===== config.mk =====
export PLATFORM = sky130hd
export DESIGN_NAME = core_hazard_pipe_flat
export DESIGN_NICKNAME = d
export VERILOG_FILES = /design/src/rtl/core_hazard_pipe_if.sv /design/src/rtl/core_hazard_pipe.sv /design/src/flat_wrapper.sv
export SDC_FILE = /design/constraint.sdc
export NUM_CORES = 1
export LEC_CHECK = 0
export BUFFER_PORTS_ARGS = -buffer_cell sky130_fd_sc_hd__buf_4
export CORE_MARGIN = 1.5
export CORE_UTILIZATION = 43
export DETAILED_ROUTE_END_ITERATION = 12
export PLACE_DENSITY = 0.66
export SLEW_MARGIN = 5
export SYNTH_ARGS = -nofsm -noshare
export SYNTH_HDL_FRONTEND = slang
export SYNTH_SLANG_ARGS = --single-unit

===== constraint.sdc =====
create_clock -name clk -period 2.6 [get_ports clk]
set_clock_uncertainty 0.05 [all_clocks]
set_input_delay 0.13 -clock clk [delete_from_list [all_inputs] [get_ports clk]]
set_output_delay 0.13 -clock clk [all_outputs]
set_load 0.02 [all_outputs]

===== src/rtl/core_hazard_pipe_if.sv =====
// Issue-side bundle for the hazard/forwarding controller: decode fields and
// pipeline controls in, stall/forward/kill decisions and perf counters out.
interface core_hazard_pipe_if #(
  parameter int unsigned REG_W = 5,
  parameter int unsigned CNT_W = 16
);
  logic             iss_val_in;
  logic [REG_W-1:0] iss_rs1_in;
  logic [REG_W-1:0] iss_rs2_in;
  logic             iss_use_rs1_in;
  logic             iss_use_rs2_in;
  logic [REG_W-1:0] iss_rd_in;
  logic             iss_we_in;
  logic             iss_load_in;
  logic             hold_in;
  logic             flush_in;
  logic             iss_stall_out;
  logic [2:0]       fwd_rs1_sel_out;
  logic [2:0]       fwd_rs2_sel_out;
  logic             kill_out;
  logic [CNT_W-1:0] stall_cnt_out;
  logic [CNT_W-1:0] flush_cnt_out;

  modport master (
    output iss_val_in, iss_rs1_in, iss_rs2_in, iss_use_rs1_in, iss_use_rs2_in,
    output iss_rd_in, iss_we_in, iss_load_in, hold_in, flush_in,
    input  iss_stall_out, fwd_rs1_sel_out, fwd_rs2_sel_out, kill_out,
    input  stall_cnt_out, flush_cnt_out
  );

  modport slave (
    input  iss_val_in, iss_rs1_in, iss_rs2_in, iss_use_rs1_in, iss_use_rs2_in,
    input  iss_rd_in, iss_we_in, iss_load_in, hold_in, flush_in,
    output iss_stall_out, fwd_rs1_sel_out, fwd_rs2_sel_out, kill_out,
    output stall_cnt_out, flush_cnt_out
  );
endinterface


===== src/rtl/core_hazard_pipe.sv =====
// Hazard and forwarding controller: tracks rd/we/load of every in-flight
// instruction from EXE (stage 1) to WB (stage DEPTH) and derives stall/forward/kill.
module core_hazard_pipe #(
  parameter int unsigned DEPTH       = 3,
  parameter int unsigned LOAD_STAGE  = 3,
  parameter int unsigned KILL_STAGES = 1,
  parameter int unsigned REG_W       = 5,
  parameter int unsigned CNT_W       = 16
) (
  input logic              clk,
  input logic              rst_n,
  core_hazard_pipe_if.slave bus
);

  logic [DEPTH:1]   val_q, val_d, we_q, we_d, ld_q, ld_d;
  logic [REG_W-1:0] rd_q [DEPTH:1];
  logic [REG_W-1:0] rd_d [DEPTH:1];
  logic [CNT_W-1:0] stall_cnt_q, stall_cnt_d, flush_cnt_q, flush_cnt_d;

  logic [2:0] sel1, sel2;
  logic       lu1, lu2, hit1, hit2, stall, issue;

  // Only the youngest match counts; a not-yet-ready load blocks any older match.
  always_comb begin
    sel1 = '0;
    sel2 = '0;
    lu1  = 1'b0;
    lu2  = 1'b0;
    hit1 = 1'b0;
    hit2 = 1'b0;
    for (int unsigned k = 1; k <= DEPTH; k++) begin
      if (!hit1 && bus.iss_use_rs1_in && bus.iss_rs1_in != '0 && val_q[k] && we_q[k] &&
          rd_q[k] == bus.iss_rs1_in) begin
        hit1 = 1'b1;
        if (!ld_q[k] || k >= LOAD_STAGE) sel1 = 3'(k);
        else                             lu1  = 1'b1;
      end
      if (!hit2 && bus.iss_use_rs2_in && bus.iss_rs2_in != '0 && val_q[k] && we_q[k] &&
          rd_q[k] == bus.iss_rs2_in) begin
        hit2 = 1'b1;
        if (!ld_q[k] || k >= LOAD_STAGE) sel2 = 3'(k);
        else                             lu2  = 1'b1;
      end
    end
  end

  assign stall = bus.hold_in | (bus.iss_val_in & (lu1 | lu2));
  assign issue = bus.iss_val_in & ~stall & ~bus.flush_in;

  always_comb begin
    val_d = val_q;
    we_d  = we_q;
    ld_d  = ld_q;
    rd_d  = rd_q;
    if (!bus.hold_in) begin
      for (int unsigned k = 2; k <= DEPTH; k++) begin
        val_d[k] = val_q[k-1];
        we_d[k]  = we_q[k-1];
        ld_d[k]  = ld_q[k-1];
        rd_d[k]  = rd_q[k-1];
      end
      val_d[1] = issue;
      we_d[1]  = issue & bus.iss_we_in;
      ld_d[1]  = issue & bus.iss_load_in;
      rd_d[1]  = issue ? bus.iss_rd_in : '0;
    end
    // Flush clears the youngest stages after the shift, even under hold.
    if (bus.flush_in) begin
      for (int unsigned k = 1; k <= KILL_STAGES; k++) val_d[k] = 1'b0;
    end
  end

  always_comb begin
    stall_cnt_d = stall_cnt_q;
    flush_cnt_d = flush_cnt_q;
    if (bus.iss_val_in && stall && !bus.flush_in && stall_cnt_q != '1) begin
      stall_cnt_d = stall_cnt_q + 1'b1;
    end
    if (bus.flush_in && flush_cnt_q != '1) flush_cnt_d = flush_cnt_q + 1'b1;
  end

  always_ff @(posedge clk) begin
    if (!rst_n) begin
      val_q       <= '0;
      we_q        <= '0;
      ld_q        <= '0;
      rd_q        <= '{default: '0};
      stall_cnt_q <= '0;
      flush_cnt_q <= '0;
    end else begin
      val_q       <= val_d;
      we_q        <= we_d;
      ld_q        <= ld_d;
      rd_q        <= rd_d;
      stall_cnt_q <= stall_cnt_d;
      flush_cnt_q <= flush_cnt_d;
    end
  end

  assign bus.iss_stall_out   = stall;
  assign bus.fwd_rs1_sel_out = sel1;
  assign bus.fwd_rs2_sel_out = sel2;
  assign bus.kill_out        = bus.flush_in;
  assign bus.stall_cnt_out   = stall_cnt_q;
  assign bus.flush_cnt_out   = flush_cnt_q;

endmodule


===== src/flat_wrapper.sv =====
// flat-port wrapper written by rule: the top's interface ports become plain ports
module core_hazard_pipe_flat 
#(
  parameter int unsigned DEPTH       = 3,
  parameter int unsigned LOAD_STAGE  = 3,
  parameter int unsigned KILL_STAGES = 1,
  parameter int unsigned REG_W       = 5,
  parameter int unsigned CNT_W       = 16
)
  (clk, rst_n, bus_iss_val_in, bus_iss_rs1_in, bus_iss_rs2_in, bus_iss_use_rs1_in, bus_iss_use_rs2_in, bus_iss_rd_in, bus_iss_we_in, bus_iss_load_in, bus_hold_in, bus_flush_in, bus_iss_stall_out, bus_fwd_rs1_sel_out, bus_fwd_rs2_sel_out, bus_kill_out, bus_stall_cnt_out, bus_flush_cnt_out);
  core_hazard_pipe_if #(.REG_W(REG_W), .CNT_W(CNT_W)) bus_i ();
  input logic clk;
  input logic rst_n;
  input wire logic [$bits(bus_i.iss_val_in)-1:0] bus_iss_val_in;
  input wire logic [$bits(bus_i.iss_rs1_in)-1:0] bus_iss_rs1_in;
  input wire logic [$bits(bus_i.iss_rs2_in)-1:0] bus_iss_rs2_in;
  input wire logic [$bits(bus_i.iss_use_rs1_in)-1:0] bus_iss_use_rs1_in;
  input wire logic [$bits(bus_i.iss_use_rs2_in)-1:0] bus_iss_use_rs2_in;
  input wire logic [$bits(bus_i.iss_rd_in)-1:0] bus_iss_rd_in;
  input wire logic [$bits(bus_i.iss_we_in)-1:0] bus_iss_we_in;
  input wire logic [$bits(bus_i.iss_load_in)-1:0] bus_iss_load_in;
  input wire logic [$bits(bus_i.hold_in)-1:0] bus_hold_in;
  input wire logic [$bits(bus_i.flush_in)-1:0] bus_flush_in;
  output wire logic [$bits(bus_i.iss_stall_out)-1:0] bus_iss_stall_out;
  output wire logic [$bits(bus_i.fwd_rs1_sel_out)-1:0] bus_fwd_rs1_sel_out;
  output wire logic [$bits(bus_i.fwd_rs2_sel_out)-1:0] bus_fwd_rs2_sel_out;
  output wire logic [$bits(bus_i.kill_out)-1:0] bus_kill_out;
  output wire logic [$bits(bus_i.stall_cnt_out)-1:0] bus_stall_cnt_out;
  output wire logic [$bits(bus_i.flush_cnt_out)-1:0] bus_flush_cnt_out;
  assign bus_i.iss_val_in = bus_iss_val_in;
  assign bus_i.iss_rs1_in = bus_iss_rs1_in;
  assign bus_i.iss_rs2_in = bus_iss_rs2_in;
  assign bus_i.iss_use_rs1_in = bus_iss_use_rs1_in;
  assign bus_i.iss_use_rs2_in = bus_iss_use_rs2_in;
  assign bus_i.iss_rd_in = bus_iss_rd_in;
  assign bus_i.iss_we_in = bus_iss_we_in;
  assign bus_i.iss_load_in = bus_iss_load_in;
  assign bus_i.hold_in = bus_hold_in;
  assign bus_i.flush_in = bus_flush_in;
  assign bus_iss_stall_out = bus_i.iss_stall_out;
  assign bus_fwd_rs1_sel_out = bus_i.fwd_rs1_sel_out;
  assign bus_fwd_rs2_sel_out = bus_i.fwd_rs2_sel_out;
  assign bus_kill_out = bus_i.kill_out;
  assign bus_stall_cnt_out = bus_i.stall_cnt_out;
  assign bus_flush_cnt_out = bus_i.flush_cnt_out;
  core_hazard_pipe #(.DEPTH(DEPTH), .LOAD_STAGE(LOAD_STAGE), .KILL_STAGES(KILL_STAGES), .REG_W(REG_W), .CNT_W(CNT_W)) u_core (.clk(clk), .rst_n(rst_n), .bus(bus_i));
endmodule

# [Word-level counts from Yosys, hierarchy flattened]
# Cells that the tools add are included.
[op_classes] reduce_logical=40 n_addsub=2 n_mux=21 bitwise_logic=10 eq_ne=8
[ops] op="16-bit by 1-bit adder with 16-bit output (second input constant)" count=2
[ops] op="1-bit logical AND" count=32
[ops] op="16-bit != test (second input constant)" count=2
[ops] op="5-bit equality test" count=6
[ops] op="3-bit two-way mux" count=6
[ops] op="1-bit two-way mux" count=13
[ops] op="5-bit nonzero test" count=2
[ops] op="1-bit bitwise AND" count=5
[ops] op="1-bit zero test" count=5
[ops] op="5-bit two-way mux" count=1
[ops] op="1-bit inverter" count=3
[ops] op="2-bit two-way mux" count=1
[ops] op="1-bit bitwise OR" count=2
[ops] op="2-bit OR reduction" count=1
[word_totals] word_cells=90 register_bits=55 out_inout_bits=40 inputBits=24

# [Depth between registers and ports, before layout]
[logic_depth] ltp_word=20 depth_mapped=9 depth_no_buf=7

# [Least setup slack after synthesis]
# No wires, ideal clock.
[synth_timing] path_kind="register to register" from="register u_core.rd_q[0] in the netlist's numbering" to="register u_core.stall_cnt_q[15], in the netlist u_core.bus.stall_cnt_out[15]" stages_incl_launch_ff=9 setup_ns=0.071 t_arrival_ns=2.016 setup_slack_ns=0.464 required_time_ns=2.479 synth_period_minus_slack_ns=2.136 cell_sequence="dfxtp_1 xnor2_1 nand4_1 or3_4 nor3_1 nor4b_2 buf_6 or4_1 a21oi_1"
[synth_via] elab_chain_len=16 elab_cells_between_ends=30
[synth_lines] item="start: declaration" line_no="core_hazard_pipe.sv:16" text="logic [REG_W-1:0] rd_q [DEPTH:1];"
[synth_lines] item="start signal: assignment" line_no="core_hazard_pipe.sv:94" text="rd_q <= rd_d;"
[synth_lines] item="5-bit equality test (on tied branches)" line_no="core_hazard_pipe.sv:33, core_hazard_pipe.sv:39"
[synth_lines] item="1-bit logical AND (on tied branches)" line_no="core_hazard_pipe.sv:32, core_hazard_pipe.sv:38"
[synth_lines] item="1-bit two-way mux (on tied branches)" line_no="core_hazard_pipe.sv:32, core_hazard_pipe.sv:38"
[synth_lines] item="1-bit zero test (on tied branches)" line_no="core_hazard_pipe.sv:32, core_hazard_pipe.sv:38"
[synth_lines] item="1-bit logical AND (on tied branches) (5 in series)" line_no="core_hazard_pipe.sv:32, core_hazard_pipe.sv:38"
[synth_lines] item="1-bit two-way mux (on tied branches)" line_no="core_hazard_pipe.sv:32, core_hazard_pipe.sv:38"
[synth_lines] item="1-bit bitwise OR (*)" line_no="core_hazard_pipe.sv:47" text="assign stall = bus.hold_in | (bus.iss_val_in & (lu1 | lu2));"
[synth_lines] item="1-bit bitwise AND (*)" line_no="core_hazard_pipe.sv:47"
[synth_lines] item="1-bit bitwise OR (*)" line_no="core_hazard_pipe.sv:47"
[synth_lines] item="1-bit logical AND (*) (3 in series)" line_no="core_hazard_pipe.sv:76" text="if (bus.iss_val_in && stall && !bus.flush_in && stall_cnt_q != '1) begin"
[synth_lines] item="end signal: assignment" line_no="core_hazard_pipe.sv:95" text="stall_cnt_q <= stall_cnt_d;"
[synth_lines] item="end: declaration" line_no="core_hazard_pipe.sv:18" text="logic [CNT_W-1:0] stall_cnt_q, stall_cnt_d, flush_cnt_q, flush_cnt_d;"
# Every way passes the cells marked *; elsewhere a longest branch is shown, timed or not.
# A chain may end at the register's enable or synchronous reset.

# [Worst setup path after layout]
[layout_timing] from="register u_core.rd_q[0] in the netlist's numbering" to="output bus_iss_stall_out"
[layout_via] elab_chain_len=13 elab_cells_between_ends=27
[layout_lines] item="5-bit equality test (on tied branches)" line_no="core_hazard_pipe.sv:33, core_hazard_pipe.sv:39"
[layout_lines] item="1-bit logical AND (on tied branches)" line_no="core_hazard_pipe.sv:32, core_hazard_pipe.sv:38"
[layout_lines] item="1-bit two-way mux (on tied branches)" line_no="core_hazard_pipe.sv:32, core_hazard_pipe.sv:38"
[layout_lines] item="1-bit zero test (on tied branches)" line_no="core_hazard_pipe.sv:32, core_hazard_pipe.sv:38"
[layout_lines] item="1-bit logical AND (on tied branches) (5 in series)" line_no="core_hazard_pipe.sv:32, core_hazard_pipe.sv:38"
[layout_lines] item="1-bit two-way mux (on tied branches)" line_no="core_hazard_pipe.sv:32, core_hazard_pipe.sv:38"
[layout_lines] item="1-bit bitwise OR (*)" line_no="core_hazard_pipe.sv:47"
[layout_lines] item="1-bit bitwise AND (*)" line_no="core_hazard_pipe.sv:47"
[layout_lines] item="1-bit bitwise OR (*)" line_no="core_hazard_pipe.sv:47"
[layout_lines] item="end: declaration" line_no="flat_wrapper.sv:24" text="output wire logic [$bits(bus_i.iss_stall_out)-1:0] bus_iss_stall_out;"
# Marks and branches as above.

==> reports/qor.csv <==
metric,value,unit
outcome,completed,
yosys warns,0,
vias per cell,5.50,
initial antenna violation count,0,
Layout area overhead,24.9,%
Die W,84.7,um
FF/Latch Area,1100,um2
worst setup path start,u_core.rd_q[0],
post-synthesis cell type count,46,
prevailing post-synth register cell,dfxtp_1,
hpwl dp,4890,um
"Seq/Total Area, Yosys",38.3,%
hold crit path type,primary input to flip-flop,
worst slew pin tran,0.495,ns
Syn Area/Cell,8.95,um2
largest area contributor in the netlist,dfxtp_1,
worst vdd ir,0.289,mV
asr flop ratio synth,0,%
Fin. Hold Viols,0,
LEAKAGE,1.44,nW
synthesized cell area,2870,um2
Worst R2R Path Depth,8,
Synth top area share,38.3,%
Critical Path Sink Type,output pin,
Final min period,2.50,ns
layout cell share with drive strength beyond 1,22.8,%
"Net count, final",411,
root buf cell,clkbuf_8,
Final Slew Violations,0,
max cap viols,0,
Clock transition at path regs,0.11,ns
Worst-Skew Late Latency,0.31,ns
Die Y,84.7,um
initial core utilization,45.0,%
reg-to-reg critical path endpoint,u_core.bus.stall_cnt_out[8],
Final period util,96.1,%
Sink Count,55,
power per cell area,453,nW/um2
RSZ-0062 raised after global routing,true,
Post-synth EDFFs,0,
Die ar.,7180,um2
Post-Route WL,6780,um
cell count after placement,447,
total track usage,19.0,%
vias in the first global route,2322,
internal reg-to-reg setup slack,0.13,ns
Detailed Routing Iterations Pass 1,4,
I/O pin cnt,64,
Diodes inserted,0,
FP Rows,29,
register bit total from synthesis,55,
largest net degree at the start of global routing,34,
H-tree levels,2,
Post-Layout Cell Count,463,
top post-synthesis cells by area,"dfxtp_1 (38%), xor2_1 (8.5%), mux2i_1 (7.0%)",
Setup Crit Path Kind,flip-flop to output pin,
routed len/inst,14.6,um
CP endpoint,bus_iss_stall_out,
Post-CTS Setup Repair Bufs,0,
Worst EP required,2.42,ns
# DRC,0,
Final setup viols,0,
DR vias,2546,
Total Power,1.63,mW
global placer's final weighted congestion,0.855,
WP data arrival,2.32,ns
multi-input logic area,1680,um2
Final Util,56.2,%
# fillers,610,
Routed Antenna Nets,0,
setup total negative slack,0,ns
Syn Inst Count,321,
CP Launch Type,flip-flop,
TritonCTS buffer count,5,
Congestion Overflow GR,0,
Reg2Reg Launch Point,u_core.rd_q[0],
CP Max Fanout,30,
max_slew headroom,66.7,%
max frequency,400,MHz
Hold Worst Slack,0.0726,ns
drt initial violations,179,
CTS tree,built,
clk buf depth,2,
Core Area,6390,um2
Port Buf Inserts,61,
first-pass GRT wire length,11100,um
==> power by group <==
part	total (mW)	switching [mW]	internal, mW
Combinational	0.172	0.0936	0.0781
Sequential	0.864	0.0128	0.851
Clock	0.589	0.298	0.291
==> per-stage QoR <==
step	instance area, um2	setup slack (ns)
after CTS	3580	0.0565
final	3590	0.102
after detailed placement	3390	0.0795
after global routing	3590	-0.0165
after floorplan	2880	0.464
after global placement	3390	0.166
==> Yosys cell counts, types with 5 or more instances <==
cell type and instances:
a21oi_1 13, a32o_1 7, clkbuf_1 8, dfxtp_1 55, mux2i_1 20, nand2_1 18, nand2b_1 6, nand3_1 21
nand4_1 12, nor2_1 38, nor3_1 6, nor4_1 5, o31ai_1 8, or4_1 9, xnor2_1 16, xor2_1 28
==> placed cells by master, fill, tap and decap left out, types with 5 or more instances in the layout <==
cell           synthesis  layout
nor2_1                38      38
dlygate4sd3_1          0       8
nor3_1                 6       6
a32o_1                 7       7
buf_4                  4      64
nand2_1               18      18
o31ai_1                8       8
clkbuf_8               0       5
mux2i_1               20      20
a21oi_1               13      13
xor2_1                28      28
or4_1                  9       9
nand3_1               21      21
dfxtp_1               55      55
xnor2_1               16      16
nand4_1               12      12
nand2b_1               6       6
==> critical path, cell delays in order (launching register included) <==
cell	delay [ns]
dfxtp_1	0.44
xnor2_1	0.15
nand4_1	0.12
or3_4	0.40
nor4b_2	0.18
nor4b_4	0.32
buf_12	0.21
inv_2	0.04
buf_4	0.15
==> flip-flops by register name (all words and copies together) (netlist names) <==
signal,cells
u_core.we_q,3
u_core.bus.stall_cnt_out,16
u_core.bus.flush_cnt_out,16
u_core.rd_q,15
u_core.val_q,3
u_core.ld_q,2
==> metal layers <==
metal | global-route usage [%] | part of all wire (%)
met2 | 28.6 | 44
met5 | 0 | 0
met3 | 4.13 | 4.8
met4 | 6.16 | 1.3
met1 | 27.0 | 50
==> timing repair <==
action / 4_1_cts / 5_1_grt
hold buffers: 8 / 0
setup endpoints to repair: 0 / 12
endpoints found under the hold margin: 8 / 0
gates resized for setup: 0 / 1
==> final cells by class <==
class                           count  share of cell area (%)
Timing Repair Buffer               73                    16.2
Clock inverter                      3                    1.29
Tap cell                           77                    2.68
Clock buffer                        5                    1.92
Multi-Input combinational cell    245                    46.7
Inverter                            5                   0.523
Sequential cell                    55                    30.7
==> kinds of logic (layout without fill, tap and decap cells) <==
family                     Yosys count  in the layout  share of synthesized area, %
and+or+nand+nor                    136            136                          26.1
DFF                                 55             55                          38.3
xor gates and xnor gates            44             44                          13.4
AOI/OAI and AO/OA                   39             39                          9.45
muxes                               22             22                          7.75
buffers and inverters               22             86                          3.96
adders and majority gates            2              2                         0.871
other                                1              2                         0.131
==> worst min path at each step <==
stage                                 from               to  slack, ns  cells after the start
after floorplan               bus_flush_in  u_core.val_q[1]       0.15                      1
after detailed placement  bus_iss_rd_in[4]   u_core.rd_q[4]       0.29                      2
after global routing        bus_iss_val_in  u_core.val_q[1]       0.09                      3
final                       bus_iss_val_in  u_core.val_q[1]       0.07                      3
after global placement       bus_iss_we_in   u_core.we_q[1]       0.29                      2
after CTS                   bus_iss_val_in  u_core.val_q[1]       0.07                      3
Note: power is estimated with default switching activity, not from simulation.
